`config.mk`:
```
export PLATFORM = sky130hd
export DESIGN_NAME = tmds_channel_rx
export DESIGN_NICKNAME = d
export VERILOG_FILES = /design/src/rtl/tmds_pkg.sv /design/src/rtl/tmds_symbol_decode.sv /design/src/rtl/tmds_channel_rx.sv
export SDC_FILE = /design/constraint.sdc
export NUM_CORES = 1
export LEC_CHECK = 0
export CORE_ASPECT_RATIO = 0.5
export CORE_UTILIZATION = 59
export DETAILED_ROUTE_END_ITERATION = 8
export GPL_ROUTABILITY_DRIVEN = 0
export PLACE_DENSITY = 0.81
export SLEW_MARGIN = 20
export SYNTH_ARGS = -nofsm -noshare
export SYNTH_HDL_FRONTEND = slang
export SYNTH_HIERARCHICAL = 1
export SYNTH_SLANG_ARGS = --single-unit
```
`constraint.sdc`:
```
create_clock -name pixclk -period 3.8 [get_ports pixclk]
set_input_delay 0.95 -clock pixclk [delete_from_list [all_inputs] [get_ports pixclk]]
set_output_delay 0.95 -clock pixclk [all_outputs]
set_load 0.01 [all_outputs]
```
`src/rtl/tmds_pkg.sv`:
```
// Shared TMDS definitions: control-token encodings (also used by the transmit encoder)
// and the receive alignment FSM state type.
package tmds_pkg;

    localparam logic [9:0] TMDS_CTL_00 = 10'h354;
    localparam logic [9:0] TMDS_CTL_01 = 10'h0AB;
    localparam logic [9:0] TMDS_CTL_10 = 10'h154;
    localparam logic [9:0] TMDS_CTL_11 = 10'h2AB;

    typedef enum logic {
        SEARCH = 1'b0,
        LOCKED = 1'b1
    } rx_state_t;

    function automatic logic tmds_is_ctl(input logic [9:0] sym);
        return (sym == TMDS_CTL_00) || (sym == TMDS_CTL_01) ||
               (sym == TMDS_CTL_10) || (sym == TMDS_CTL_11);
    endfunction

endpackage

```
`src/rtl/tmds_symbol_decode.sv`:
```
// Combinational TMDS symbol decoder: control-token detect plus 10b->8b video data decode.
module tmds_symbol_decode
    import tmds_pkg::*;
(
    input  logic [9:0] i_sym,
    output logic       o_is_ctl,
    output logic [1:0] o_cd,
    output logic [7:0] o_vd
);

    logic [7:0] w_t;

    assign w_t = i_sym[9] ? ~i_sym[7:0] : i_sym[7:0];

    always_comb begin
        o_vd    = '0;
        o_vd[0] = w_t[0];
        // q[8] selects XOR versus XNOR chaining of the transition-minimised byte
        for (int i = 1; i < 8; i++) begin
            o_vd[i] = i_sym[8] ? (w_t[i] ^ w_t[i-1]) : ~(w_t[i] ^ w_t[i-1]);
        end
        o_is_ctl = tmds_is_ctl(i_sym);
        case (i_sym)
            TMDS_CTL_01: o_cd = 2'b01;
            TMDS_CTL_10: o_cd = 2'b10;
            TMDS_CTL_11: o_cd = 2'b11;
            default:     o_cd = 2'b00;
        endcase
    end

endmodule

```
`src/rtl/tmds_channel_rx.sv`:
```
// One TMDS receive channel: word alignment by control-token run hunting, then 2-stage decode.
// Optional LOCKED->SEARCH statistics counter enabled by TMDS_RX_STATS_EN.
//
// state  | meaning
// SEARCH | dwelling at r_offset waiting for a token run; timer advances offset on expiry
// LOCKED | offset frozen; timer is the loss watchdog, cleared by every full token run
module tmds_channel_rx
    import tmds_pkg::*;
#(
    parameter int LOCK_TOKENS    = 64,
    parameter int SEARCH_TIMEOUT = 1024,
    parameter int LOSS_TIMEOUT   = 4096
) (
    input  logic        pixclk,
    input  logic        rst,
    input  logic [9:0]  din,
    output logic [7:0]  vd,
    output logic [1:0]  cd,
    output logic        vde,
    output logic        locked,
    output logic [3:0]  offset
`ifdef TMDS_RX_STATS_EN
    ,
    output logic [15:0] relock_cnt
`endif
);

    localparam logic [15:0] LOCK_N      = 16'(LOCK_TOKENS);
    localparam logic [15:0] SEARCH_LAST = 16'(SEARCH_TIMEOUT - 1);
    localparam logic [15:0] LOSS_LAST   = 16'(LOSS_TIMEOUT - 1);

    rx_state_t   r_state;
    logic [9:0]  r_din_q;
    logic [9:0]  r_prev_sym;
    logic [9:0]  r_sym;
    logic [15:0] r_run;
    logic [15:0] r_timer;
    logic [3:0]  r_offset;
    logic [7:0]  r_vd;
    logic [1:0]  r_cd;
    logic        r_vde;
    logic        r_locked;

    logic [19:0] w_win;
    logic [9:0]  w_aligned;
    logic [15:0] w_run_next;
    logic        w_lock_hit;
    logic [3:0]  w_next_off;
    logic        w_is_ctl;
    logic [1:0]  w_cd;
    logic [7:0]  w_vd;

    // Older word sits in the low half, so bit 0 of the window is the earliest bit.
    assign w_win      = {din, r_din_q};
    assign w_aligned  = w_win[{1'b0, r_offset} +: 10];
    assign w_next_off = (r_offset == 4'd9) ? 4'd0 : r_offset + 4'd1;
    assign w_lock_hit = (w_run_next == LOCK_N);

    always_comb begin
        w_run_next = '0;
        if (!tmds_is_ctl(w_aligned)) begin
            w_run_next = '0;
        end else if (w_aligned != r_prev_sym) begin
            w_run_next = 16'd1;
        end else if (r_run >= LOCK_N) begin
            w_run_next = LOCK_N;
        end else begin
            w_run_next = r_run + 16'd1;
        end
    end

`ifdef TMDS_RX_STATS_EN
    logic [15:0] r_relock;
    assign relock_cnt = r_relock;
`endif

    always_ff @(posedge pixclk) begin
        if (rst) begin
            r_state    <= SEARCH;
            r_din_q    <= '0;
            r_prev_sym <= '0;
            r_sym      <= '0;
            r_run      <= '0;
            r_timer    <= '0;
            r_offset   <= '0;
`ifdef TMDS_RX_STATS_EN
            r_relock   <= '0;
`endif
        end else begin
            r_din_q    <= din;
            r_prev_sym <= w_aligned;
            r_sym      <= w_aligned;
            case (r_state)
                SEARCH: begin
                    if (w_lock_hit) begin
                        r_state <= LOCKED;
                        r_timer <= '0;
                        r_run   <= w_run_next;
                    end else if (r_timer == SEARCH_LAST) begin
                        r_offset <= w_next_off;
                        r_timer  <= '0;
                        r_run    <= '0;
                    end else begin
                        r_timer <= r_timer + 16'd1;
                        r_run   <= w_run_next;
                    end
                end
                LOCKED: begin
                    r_run <= w_run_next;
                    if (w_lock_hit) begin
                        r_timer <= '0;
                    end else if (r_timer == LOSS_LAST) begin
                        r_state  <= SEARCH;
                        r_offset <= w_next_off;
                        r_timer  <= '0;
                        r_run    <= '0;
`ifdef TMDS_RX_STATS_EN
                        if (r_relock != 16'hFFFF) r_relock <= r_relock + 16'd1;
`endif
                    end else begin
                        r_timer <= r_timer + 16'd1;
                    end
                end
                default: r_state <= SEARCH;
            endcase
        end
    end

    tmds_symbol_decode u_dec (
        .i_sym    (r_sym),
        .o_is_ctl (w_is_ctl),
        .o_cd     (w_cd),
        .o_vd     (w_vd)
    );

    // Gate and lock flag share the same state sample so locked lines up with the first symbol out.
    always_ff @(posedge pixclk) begin
        if (rst) begin
            r_vd     <= '0;
            r_cd     <= '0;
            r_vde    <= 1'b0;
            r_locked <= 1'b0;
        end else begin
            r_locked <= (r_state == LOCKED);
            if (r_state == LOCKED) begin
                if (w_is_ctl) begin
                    r_vde <= 1'b0;
                    r_vd  <= '0;
                    r_cd  <= w_cd;
                end else begin
                    r_vde <= 1'b1;
                    r_vd  <= w_vd;
                end
            end else begin
                r_vde <= 1'b0;
                r_vd  <= '0;
                r_cd  <= '0;
            end
        end
    end

    assign vd     = r_vd;
    assign cd     = r_cd;
    assign vde    = r_vde;
    assign locked = r_locked;
    assign offset = r_offset;

endmodule

```
==> Word-level counts from Yosys, hierarchy flattened <==
Index checks and enable logic that the tools add are counted.
{ "op_classes": {"n_addsub": 3, "n_lt_le_gt_ge": 1, "eq_ne": 17, "shifts": 1, "mux": 33, "bitwise": 16, "reduce_logical": 9} }
{ "op_table": {"columns": ["operator", "n"], "rows": [
  ["16-bit two-way mux", 11],
  ["16-bit one-hot mux with 2 select lines", 2],
  ["10-bit equality test (second input constant)", 4],
  ["16-bit by 1-bit adder with 16-bit output (second input constant)", 2],
  ["10-bit by 8-bit equality test with 1-bit output (second input constant)", 2],
  ["10-bit by 9-bit equality test with 1-bit output (second input constant)", 2],
  ["4-bit two-way mux", 5],
  ["20-bit by 5-bit indexed part select with 10-bit output", 1],
  ["16-bit by 10-bit equality test with 1-bit output (second input constant)", 1],
  ["16-bit by 12-bit equality test with 1-bit output (second input constant)", 1],
  ["16-bit by 7-bit equality test with 1-bit output (second input constant)", 1],
  ["16-bit by 7-bit >= comparator with 1-bit output (second input constant)", 1],
  ["1-bit two-way mux", 11],
  ["10-bit inequality test", 1],
  ["8-bit two-way mux", 1],
  ["1-bit NOT", 8],
  ["8-bit NOT", 1],
  ["4-bit one-hot mux with 2 select lines", 1],
  ["1-bit bitwise XOR", 7],
  ["1-bit logical OR", 6],
  ["2-bit inequality test (second input constant)", 3],
  ["2-bit one-hot mux with 3 select lines", 1],
  ["4-bit by 1-bit adder with 4-bit output (second input constant)", 1],
  ["4-bit equality test (second input constant)", 1],
  ["other kinds (5)", 5]
]} }
{ "totals": {"regBits": 69, "in_bits": 12, "output_inout_bits": 16, "wordCells": 90} }

==> Depth between registers and ports, before layout <==
Gate-level depths: netlist of the first run.
{ "depth": {"ltp_word": 9, "ltp_mapped": 13, "ltp_nobuf": 9} }

==> Modules after synthesis <==
Netlist of the first run, hierarchy kept.
{ "modules_own_cells": {"columns": ["mod", "n_inst", "cells_per_inst", "area_each_um2"], "rows": [
  ["tmds_channel_rx", 1, 383, 3906.2],
  ["tmds_symbol_decode", 1, 25, 216.5]
]} }

==> Least setup slack after synthesis of the first run <==
No wires, ideal clock.
{ "synth_path": {"path_kind": "input port to flip-flop", "start": "input port din[8]", "end": "register r_timer[10]", "setup_time_ps": 115, "arrival_time_ps": 2992, "required_time_ps": 3685, "setup_slack_ps": 693, "stages": 9, "n_path_buf": 1, "path_cell_list": "mux2_1 -> a221oi_2 -> mux2i_1 -> or4_1 -> a211oi_2 -> o2111a_2 -> nand2b_4 -> buf_12 -> nor2_2"} }
{ "synth_between": {"elab_chain_len": 9} }
{ "synth_lines": {"columns": ["element", "line", "rtl"], "rows": [
  ["from (decl)", "tmds_channel_rx.sv:16", "input logic [9:0] din,"],
  ["20-bit by 5-bit indexed part select with 10-bit output (*)", "tmds_channel_rx.sv:55", "assign w_aligned = w_win[{1'b0, r_offset} +: 10];"],
  ["10-bit equality test / 10-bit by 8-bit equality test with 1-bit output (equally long branches)", "tmds_pkg.sv:16", "return (sym == TMDS_CTL_00) || (sym == TMDS_CTL_01) ||"],
  ["1-bit logical OR (2 in series)", "tmds_pkg.sv:16", null],
  ["1-bit logical OR", "tmds_pkg.sv:17", "(sym == TMDS_CTL_10) || (sym == TMDS_CTL_11);"],
  ["16-bit two-way mux (*)", "tmds_channel_rx.sv:61", "if (!tmds_is_ctl(w_aligned)) begin"],
  ["16-bit by 7-bit equality test with 1-bit output (*)", "tmds_channel_rx.sv:57", "assign w_lock_hit = (w_run_next == LOCK_N);"],
  ["16-bit two-way mux (on tied branches)", "tmds_channel_rx.sv:110, tmds_channel_rx.sv:95", null],
  ["16-bit one-hot mux with 2 select lines (*)", "tmds_channel_rx.sv:93", "case (r_state)"],
  ["to (signal assigned)", "tmds_channel_rx.sv:104", "r_timer <= r_timer + 16'd1;"],
  ["to (signal assigned)", "tmds_channel_rx.sv:121", "r_timer <= r_timer + 16'd1;"],
  ["to (decl)", "tmds_channel_rx.sv:37", "logic [15:0] r_timer;"]
]} }
Mark *: on every way between the ends. The rest lies on a longest branch, timed or not.
A chain may end at the register's enable or synchronous reset.

==> Worst setup path in the final report of the first run <==
{ "layout_path": {"start": "input port din[6]", "end": "register r_timer[8]"} }
The elaborated chain is that of the path after synthesis.

==> results of run 1 <==
registers in the layout, summed over array words and instances (netlist names):
signal / count
r_sym: 10
r_state: 1
vde: 1
r_timer: 16
cd: 2
locked: 1
offset: 4
vd: 8
r_din_q: 10
r_run: 16
cell usage in the layout, fill, tap and decap left out, drive strengths merged, types with 3 or more instances in the layout:
master	n
dfxtp	69
nor2	44
xor2	28
clkdlybuf4s50	27
mux2i	26
xnor2	22
mux4	21
nand2	20
buf	18
nand3	15
nor2b	15
a21oi	12
and2	10
inv	10
clkbuf	9
conb	9
mux2	7
nand3b	6
o21ai	6
nor3	5
or4	5
a211oi	5
nand4	4
clkinv	4
a31oi	3
nor4	3
o21a	3
and3	3
and4	3
nand4b	3
ha	3
nand2b	3
or2	3
logic make-up after synthesis:
group / share of synthesized area [%]
AOI/OAI and AO/OA: 9.14
muxes: 20.3
xor gates and xnor gates: 10.6
and+or+nand+nor: 20.5
adders and majority gates: 0.911
other: 0.0910
DFF: 33.5
buffers and inverters: 4.92
area by class of cell:
cell class | instances | area, sq um
clock inverters | 7 | 73.8
inverters | 9 | 33.8
multi-input cells | 317 | 2570
flip-flops and latches | 69 | 1380
well taps | 92 | 115
repair buffers | 45 | 418
fillers | 504 | 1910
clock buffers | 9 | 225
through the flow:
step / hold slack, ns / TNS (ns) / util (%) / std cells / setup slack, ns
after floorplan: 0.435 / 0 / - / 416 / 0.693
after CTS: 0.473 / 0 / 71.6 / 548 / 0.0479
after detailed placement: 0.471 / -2.38 / 67.2 / 532 / -0.149
after global routing: 0.508 / 0 / 71.6 / 548 / 0.000271
after global placement: 0.448 / -0.951 / 67.2 / 532 / -0.0731
final: 0.473 / 0 / 71.6 / 548 / 0.0968
power breakdown:
group	switching (uW)	internal [uW]	total (uW)
registers	21.9	742	763
logic	75.8	76.7	152
clock network	326	510	836
path summary, 6_finish.rpt:
path	start	end	slack, ns	cells after the start
max reg2reg	offset[1]	r_timer[8]	0.31	10
min reg2reg	r_timer[0]	r_timer[0]	0.47	1
max	din[6]	r_timer[8]	0.1	10
min	r_timer[0]	r_timer[0]	0.47	1
per-layer routing:
metal / track usage, % / vias to the layer above / routed length (microns)
li1: - / 1558 / -
met1: 34.7 / 1608 / 4240
met2: 47.5 / 118 / 4660
met3: 6.57 / 16 / 495
met4: 7.94 / 0 / 123
met5: 0 / - / 0
timing repair:
item                                    in CTS  in global routing
endpoints found under the setup margin       0                 15
gates resized for setup                      0                  1
setup buffers                                0                  0
==> impl_metrics.json, run 1 <==
{
  "outcome": "complete, no violations",
  "final-hold-violation-count": 0,
  "total_of_flip_flops_plus_latches_after_synthesis": 69,
  "timing_worst_slew_pin_value_ns": 0.902,
  "vias_in_the_first_global_route": 3031,
  "grtUsageTotal_pct": 27.2,
  "yosys.cell_types.count": 69,
  "worst_skew_pair.late_latency_ns": 0.33,
  "fin_crit_ns": 3.70,
  "async_reset_ff_share_pct": 0,
  "vias": 3300,
  "max-vdd-ir-drop_v": 0.000245,
  "post-route-period-util_pct": 97.5,
  "nNetsFinal": 466,
  "place_area_sq_mm": 0.00452,
  "cts.root.buffer_cell": "sky130_fd_sc_hd__clkbuf_16",
  "holdCritPathClass": "register to register",
  "yosys.cell_count.top_type": "sky130_fd_sc_hd__dfxtp_1",
  "routed_via_density": 6.02,
  "setup_viol": 0,
  "synth_sequential_area_ratio_pct": 33.5,
  "dieArea_sq_mm": 0.00735,
  "post_synth_most_frequent_cells": "sky130_fd_sc_hd__dfxtp_1, sky130_fd_sc_hd__nor2_1, sky130_fd_sc_hd__xor2_1",
  "syn_inst": 408,
  "critical_path_arrival_ns": 3.92,
  "synth_largest_area_cell": "sky130_fd_sc_hd__dfxtp_1",
  "grt_setup_unrepaired": "no",
  "post_cts_hold_buffer_count": 0,
  "worst-path-buf-inv": 2,
  "cts_htree_levels": 3,
  "die_w_microns": 120,
  "global_route_overflow": 0,
  "synthesis.yosys.warnings": 6,
  "relSlewSlack_pct": 39.3,
  "clk_pin_slew_ns": 0.06,
  "cellPowerDensity_mw_per_mm2": 364,
  "timing.final.max_slew_violations": 0,
  "tritoncts_num_sinks": 69,
  "layout-area-overhead-vs-synth_pct": 16.9,
  "critical_path_required_ns": 4.01,
  "buffer_ports.inserted": 27,
  "primary_ff_master_synth": "sky130_fd_sc_hd__dfxtp_1",
  "power.static_leakage_uw": 0.00173,
  "achievable-frequency_ghz": 0.270,
  "cp-end-kind": "register",
  "dr.pass1.iters": 5,
  "initialDrtViolationCount": 251,
  "max_cap_viol_count": 0,
  "placement_rows": 21,
  "fraction_of_layout_cells_with_a_size_suffix_above_1_pct": 16.4,
  "crit_path_max_incr_delay_ns": 0.55,
  "largest_net_degree_at_the_start_of_global_routing": 26,
  "antennaDiodeCount": 0,
  "cell_type_group_with_the_largest_total_delay_on_the_critical_path": "compound AO/OA/AOI/OAI gates",
  "detailedPlacementHpwl_microns": 6670,
  "worstPathCellList": "clkdlybuf4s50_1 -> mux2_1 -> a221oi_2 -> buf_4 -> xor2_1 -> nand2_1 -> a2111oi_1 -> o2111a_2 -> nand2b_4 -> nor2_1",
  "synth.top_cells.by_area": "sky130_fd_sc_hd__dfxtp_1, sky130_fd_sc_hd__mux4_2, sky130_fd_sc_hd__mux2i_1",
  "critical_path_peak_fanout": 15,
  "critical-path-slowest-cell": "sky130_fd_sc_hd__clkdlybuf4s50_1",
  "wire_per_inst_microns": 17.4,
  "skew_ns": 0.00675,
  "grt_first_pass_wirelength_microns": 15200,
  "start_util_pct": 61.3,
  "total_power_uw": 1750,
  "synth.cell_area_sq_mm": 0.00412,
  "core-area_sq_mm": 0.00673,
  "wl_microns": 9510,
  "cts-root-to-sink-buffers": 2,
  "die_h_microns": 61.1,
  "synth_edf_count": 0,
  "post-route-drc-count": 0,
  "cts_bufs_inserted": 9,
  "start_kind": "input port",
  "syn-mean-instance-area_sq_um": 10.1,
  "design.portCount": 28,
  "final_area_sq_mm": 0.00482,
  "initial_antenna_violation_count": 0,
  "path_class": "input port to register",
  "area_share_of_the_largest_cell_type_after_synthesis_pct": 33.5,
  "drtAntennaViolNets": 0,
  "tritoncts": "done"
}
Note: power is estimated with default switching activity, not from simulation.
==> inputs of run 2 (changes only) <==
--- a/config.mk
+++ b/config.mk
@@ -6,10 +6,12 @@
 export NUM_CORES = 1
 export LEC_CHECK = 0
 export CORE_ASPECT_RATIO = 0.5
-export CORE_UTILIZATION = 59
+export CORE_MARGIN = 8
+export CORE_UTILIZATION = 50
 export DETAILED_ROUTE_END_ITERATION = 8
 export GPL_ROUTABILITY_DRIVEN = 0
-export PLACE_DENSITY = 0.81
+export MAX_ROUTING_LAYER = met4
+export PLACE_DENSITY = 0.7
 export SLEW_MARGIN = 20
 export SYNTH_ARGS = -nofsm -noshare
 export SYNTH_HDL_FRONTEND = slang
==> impl_metrics.json, run 2 (synthesis gave the netlist of run 1 again) <==
{
  "outcome": "complete, no violations",
  "grt_setup_unrepaired": "no",
  "die_w_microns": 144,
  "clk_pin_slew_ns": 0.06,
  "skew_ns": 0.00615,
  "cellPowerDensity_mw_per_mm2": 367,
  "critical_path_required_ns": 4.06,
  "critical_path_peak_fanout": 7,
  "relSlewSlack_pct": 38.7,
  "tritoncts_num_sinks": 69,
  "die_h_microns": 80.2,
  "finalHoldWorstSlack_ns": 0.476,
  "dr.pass1.iters": 4,
  "multi_input_gate_area_sq_mm": 0.00257,
  "detailedPlacementHpwl_microns": 6670,
  "place_area_sq_mm": 0.00462,
  "max-vdd-ir-drop_v": 0.000231,
  "placement.setup.worst_slack_ns": -0.0646,
  "cp-end-kind": "register",
  "routed_via_density": 5.44,
  "ff_latch_area_sq_mm": 0.00138,
  "nNetsFinal": 478,
  "wire_per_inst_microns": 15.6,
  "highest_layer": "met4",
  "max_cap_viol_count": 0,
  "setup_viol": 0,
  "critical_path.reg2reg.endpoint": "r_run[5]",
  "fin_ws_ns": 0.272,
  "final_common_cell": "sky130_fd_sc_hd__dfxtp_1",
  "path_class": "input port to register",
  "grtUsageTotal_pct": 17.0,
  "layout.cells.most_common_list": "sky130_fd_sc_hd__dfxtp_1, sky130_fd_sc_hd__nor2_1, sky130_fd_sc_hd__buf_4",
  "largest_net_degree_at_the_start_of_global_routing": 33,
  "global_route_overflow": 0,
  "worst_skew_pair.late_latency_ns": 0.33,
  "fin_crit_ns": 3.53,
  "final-hold-violation-count": 0,
  "timing_worst_slew_pin_value_ns": 0.919,
  "worst-r2r-setup-slack_ns": 0.41,
  "cts.root.buffer_cell": "sky130_fd_sc_hd__clkbuf_16",
  "fillers": 705,
  "wl_microns": 9040,
  "post-route-drc-count": 0,
  "r2r-start": "offset[1]",
  "cts_htree_levels": 3,
  "comb_power_share_pct": 8.8,
  "holdPathStages": 1,
  "hold_path.startpoint": "r_timer[0]",
  "cts-root-to-sink-buffers": 2,
  "total_power_uw": 1810,
  "placement_rows": 23,
  "fraction_of_layout_cells_with_a_size_suffix_above_1_pct": 18.4,
  "tritoncts": "done",
  "rr_worst_depth": 9,
  "timing.final.max_slew_violations": 0,
  "wl_met2_microns": 3930,
  "routed-wl-met3_microns": 396,
  "power.static_leakage_uw": 0.00179,
  "holdCritPathClass": "register to register",
  "achievable-frequency_ghz": 0.283,
  "start_util_pct": 51.5,
  "reg_top3": "r_run (16), r_timer (16)",
  "grt_first_pass_wirelength_microns": 15000,
  "start_kind": "input port",
  "buffer_ports.inserted": 27,
  "design.portCount": 28,
  "layout-area-overhead-vs-synth_pct": 19.8,
  "final_area_sq_mm": 0.00494,
  "drtAntennaViolNets": 0,
  "post_cts_hold_buffer_count": 0,
  "initial_antenna_violation_count": 0,
  "post_cts_resized": 0,
  "timing.hold.worst_endpoint": "r_timer[0]",
  "cts_bufs_inserted": 9,
  "dieArea_sq_mm": 0.0116,
  "vias": 3154,
  "p_sw_uw": 412,
  "seqPwrFrac_pct": 42.2,
  "post-route-period-util_pct": 92.8,
  "initialDrtViolationCount": 173,
  "post_cts.repair.setup_buffers": 0,
  "clockPowerShare_pct": 49.0,
  "core-area_sq_mm": 0.00800,
  "cellInternalPower_uw": 1400,
  "critical_path_arrival_ns": 3.79,
  "antennaDiodeCount": 0,
  "m1WireLength_microns": 4570,
  "vias_in_the_first_global_route": 3017,
  "switching_share_pct": 22.7
}
[run 2: cell types whose count changed in the layout (fill, tap and decap cells not counted)]
cell,previous run,this run
sky130_fd_sc_hd__a2111oi_0,1,2
sky130_fd_sc_hd__buf_4,17,30
sky130_fd_sc_hd__buf_12,1,0
sky130_fd_sc_hd__inv_6,1,0
sky130_fd_sc_hd__a2111oi_1,1,0
sky130_fd_sc_hd__clkbuf_1,0,1
sky130_fd_sc_hd__clkinvlp_4,1,0
sky130_fd_sc_hd__bufinv_16,1,2
[run 2: power by group through the flow]
stage	clock [uW]	combinational, uW	sequential, uW
CTS	905	158	764
global placement	0	155	779
finish	889	159	765
global route	933	174	767
floorplan	0	104	771
detailed placement	0	157	779
[run 2: worst max-delay path, stage by stage]
cell,delay [ns]
sky130_fd_sc_hd__clkdlybuf4s50_1,0.58
sky130_fd_sc_hd__mux2i_1,0.11
sky130_fd_sc_hd__mux4_2,0.60
sky130_fd_sc_hd__mux2i_1,0.29
sky130_fd_sc_hd__or4_1,0.19
sky130_fd_sc_hd__a211oi_2,0.05
sky130_fd_sc_hd__buf_4,0.14
sky130_fd_sc_hd__or2_2,0.31
sky130_fd_sc_hd__a211oi_1,0.32
sky130_fd_sc_hd__mux2i_1,0.23
[run 2: final cells by class]
class | instances | share of cell area, %
Multi-Input combinational cell | 317 | 52.0
Tap cell | 112 | 2.84
Clock buffer | 10 | 4.64
Sequential cell | 69 | 28.0
Clock inverter | 6 | 1.77
Timing Repair Buffer | 57 | 10.0
Inverter | 9 | 0.684
[run 2: how the worst max path moves through the flow]
stage	end	slack [ns]	startpoint	cells past startpoint
after floorplan	r_timer[10]	0.69	din[8]	9
after global placement	r_timer[8]	-0.05	din[1]	9
after detailed placement	r_run[5]	-0.06	din[1]	10
after CTS	r_run[5]	0.28	din[1]	10
after global routing	r_run[5]	0.007	din[1]	10
final	offset[2]	0.27	din[5]	10
[run 2: metrics by stage]
step	cells	TNS (ns)	util [%]
after global routing	580	0	61.7
after floorplan	416	0	-
after global placement	564	-0.664	57.8
after detailed placement	564	-0.815	57.8
after CTS	580	0	61.7
final	580	0	61.7
[run 2: routing by layer]
layer / up-vias / GRT usage (%)
li1: 1580 / -
met1: 1496 / 22.1
met2: 64 / 25.4
met3: 14 / 3.84
met4: 0 / 6.08
met5: - / -
==> inputs of run 3 (changes only) <==
--- a/config.mk
+++ b/config.mk
@@ -5,13 +5,15 @@
 export SDC_FILE = /design/constraint.sdc
 export NUM_CORES = 1
 export LEC_CHECK = 0
+export CELL_PAD_IN_SITES_DETAIL_PLACEMENT = 2
+export CELL_PAD_IN_SITES_GLOBAL_PLACEMENT = 2
 export CORE_ASPECT_RATIO = 0.5
 export CORE_MARGIN = 8
-export CORE_UTILIZATION = 50
+export CORE_UTILIZATION = 39
 export DETAILED_ROUTE_END_ITERATION = 8
 export GPL_ROUTABILITY_DRIVEN = 0
 export MAX_ROUTING_LAYER = met4
-export PLACE_DENSITY = 0.7
+export PLACE_DENSITY = 0.81
 export SLEW_MARGIN = 20
 export SYNTH_ARGS = -nofsm -noshare
 export SYNTH_HDL_FRONTEND = slang
==> impl_metrics.json, run 3 (synthesis gave the netlist of run 1 again) <==
{
  "start_util_pct": 40.2,
  "global_route_overflow": 0,
  "critical_path_peak_fanout": 7,
  "outcome": "complete, no violations",
  "post_cts.repair.setup_buffers": 0,
  "worst-path-buf-inv": 3,
  "final-hold-violation-count": 0,
  "place_area_sq_mm": 0.00472,
  "setup_viol": 0,
  "cts-root-to-sink-buffers": 2,
  "fillers": 1034,
  "die_h_microns": 88.7,
  "wire_per_inst_microns": 25.1,
  "worstPathCellList": "clkdlybuf4s50_1 -> buf_4 -> nor4bb_1 -> a221oi_4 -> buf_4 -> xor2_1 -> nand2_1 -> a2111oi_2 -> o2111a_2 -> nor3_1 -> o31a_1",
  "critical_path.most_common_cell": "sky130_fd_sc_hd__buf_4",
  "nNetsFinal": 484,
  "grt_first_pass_wirelength_microns": 24400,
  "timing.final.max_slew_violations": 0,
  "max_cap_viol_count": 0,
  "critical-path-slowest-cell": "sky130_fd_sc_hd__clkdlybuf4s50_1",
  "cts.root.buffer_cell": "sky130_fd_sc_hd__clkbuf_16",
  "fraction_of_layout_cells_with_a_size_suffix_above_1_pct": 20.9,
  "start_kind": "input port",
  "relSlewSlack_pct": 37.9,
  "grt_setup_unrepaired": "no",
  "dr.pass1.iters": 4,
  "holdCritPathClass": "register to register",
  "core-area_sq_mm": 0.0102,
  "cts_htree_levels": 3,
  "tritoncts": "done",
  "worst_skew_pair.late_latency_ns": 0.35,
  "tritoncts_num_sinks": 69,
  "placement.setup.worst_slack_ns": -0.297,
  "antennaDiodeCount": 0,
  "critical_path_arrival_ns": 3.94,
  "wl_microns": 15400,
  "fin_crit_ns": 3.70,
  "initial_antenna_violation_count": 0,
  "cell_type_group_with_the_largest_total_delay_on_the_critical_path": "compound AO/OA/AOI/OAI gates",
  "initialDrtViolationCount": 147,
  "grtUsageTotal_pct": 23.0,
  "reg_top3": "r_run (16), r_timer (16)",
  "detailedPlacementHpwl_microns": 9630,
  "buffer_ports.inserted": 27,
  "total_power_uw": 1920,
  "die_w_microns": 161,
  "crit_path_max_incr_delay_ns": 0.53,
  "path_class": "input port to register",
  "clk_pin_slew_ns": 0.07,
  "finalHoldWorstSlack_ns": 0.501,
  "post-route-period-util_pct": 97.4,
  "dieArea_sq_mm": 0.0143,
  "skew_ns": 0.00879,
  "design.portCount": 28,
  "largest_net_degree_at_the_start_of_global_routing": 27,
  "timing_worst_slew_pin_value_ns": 0.930,
  "critical_path_required_ns": 4.04,
  "post-route-drc-count": 0,
  "layout-area-overhead-vs-synth_pct": 24.5,
  "vias": 3576,
  "power.static_leakage_uw": 0.00190,
  "layout.cells.most_common_list": "sky130_fd_sc_hd__dfxtp_1, sky130_fd_sc_hd__nor2_1, sky130_fd_sc_hd__buf_4",
  "vias_in_the_first_global_route": 4125,
  "final_area_sq_mm": 0.00513,
  "max-vdd-ir-drop_v": 0.000211,
  "cts_bufs_inserted": 9,
  "routed_via_density": 5.82,
  "final_common_cell": "sky130_fd_sc_hd__dfxtp_1",
  "post_cts_hold_buffer_count": 0,
  "drtAntennaViolNets": 0,
  "layout.core_utilization_pct": 50.1,
  "fin_ws_ns": 0.0977,
  "cellPowerDensity_mw_per_mm2": 374,
  "cp-end-kind": "register",
  "achievable-frequency_ghz": 0.270,
  "placement_rows": 26
}
## run 3: worst paths after layout
path                                  from    endpoint  slack [ns]  cells past startpoint
worst max-delay path                din[7]   offset[3]         0.1                     11
worst max register to register   offset[1]   offset[1]        0.28                     10
worst min register to register  r_timer[0]  r_timer[0]        0.50                      1
worst min-delay path            r_timer[0]  r_timer[0]        0.50                      1
## run 3: routing by layer
metal  vias to the layer above  part of all wire [%]  global-route usage, %
li1                       1588                     -                      -
met1                      1842                    41                   24.2
met2                        96                    52                   42.1
met3                        50                   3.9                   5.34
met4                         0                   3.2                   9.26
met5                         -                     0                      -
## run 3: worst register-to-register path: stages, from the launching register on
cell                       delay [ns]
sky130_fd_sc_hd__dfxtp_2         0.75
sky130_fd_sc_hd__buf_4           0.32
sky130_fd_sc_hd__mux4_1          0.56
sky130_fd_sc_hd__mux2i_1         0.17
sky130_fd_sc_hd__nor2_1          0.14
sky130_fd_sc_hd__a32oi_1         0.26
sky130_fd_sc_hd__nor4_1          0.09
sky130_fd_sc_hd__buf_4           0.16
sky130_fd_sc_hd__o2111a_2        0.32
sky130_fd_sc_hd__or4_1           0.49
sky130_fd_sc_hd__a21oi_1         0.19
## run 3: cell type report
type	instances	area [sq um]	share of cell area [%]
clock inverters	6	93.8	1.83
flip-flops and latches	69	1380	26.9
well taps	140	175	3.41
inverters	9	33.8	0.658
clock buffers	10	239	4.66
repair buffers	62	576	11.2
multi-input cells	318	2630	51.3
## run 3: power breakdown
part	total [uW]	switching (uW)	internal, uW	leakage, uW
registers	766	25.0	741	0.000565
clock network	955	358	597	0.000159
logic	197	104	93.0	0.00118
total	1920	487	1430	0.00190
## run 3: timing repair
item	4_1_cts	5_1_grt
cloned	0	1
endpoints found under the setup margin	16	24
resized for setup	4	14
pin swaps	0	2
## run 3: stage by stage
stage                     TNS, ns  cells
final                           0    614
after global routing            0    614
after CTS                       0    613
after detailed placement    -6.61    597
after global placement      -1.02    597
after floorplan                 0    416
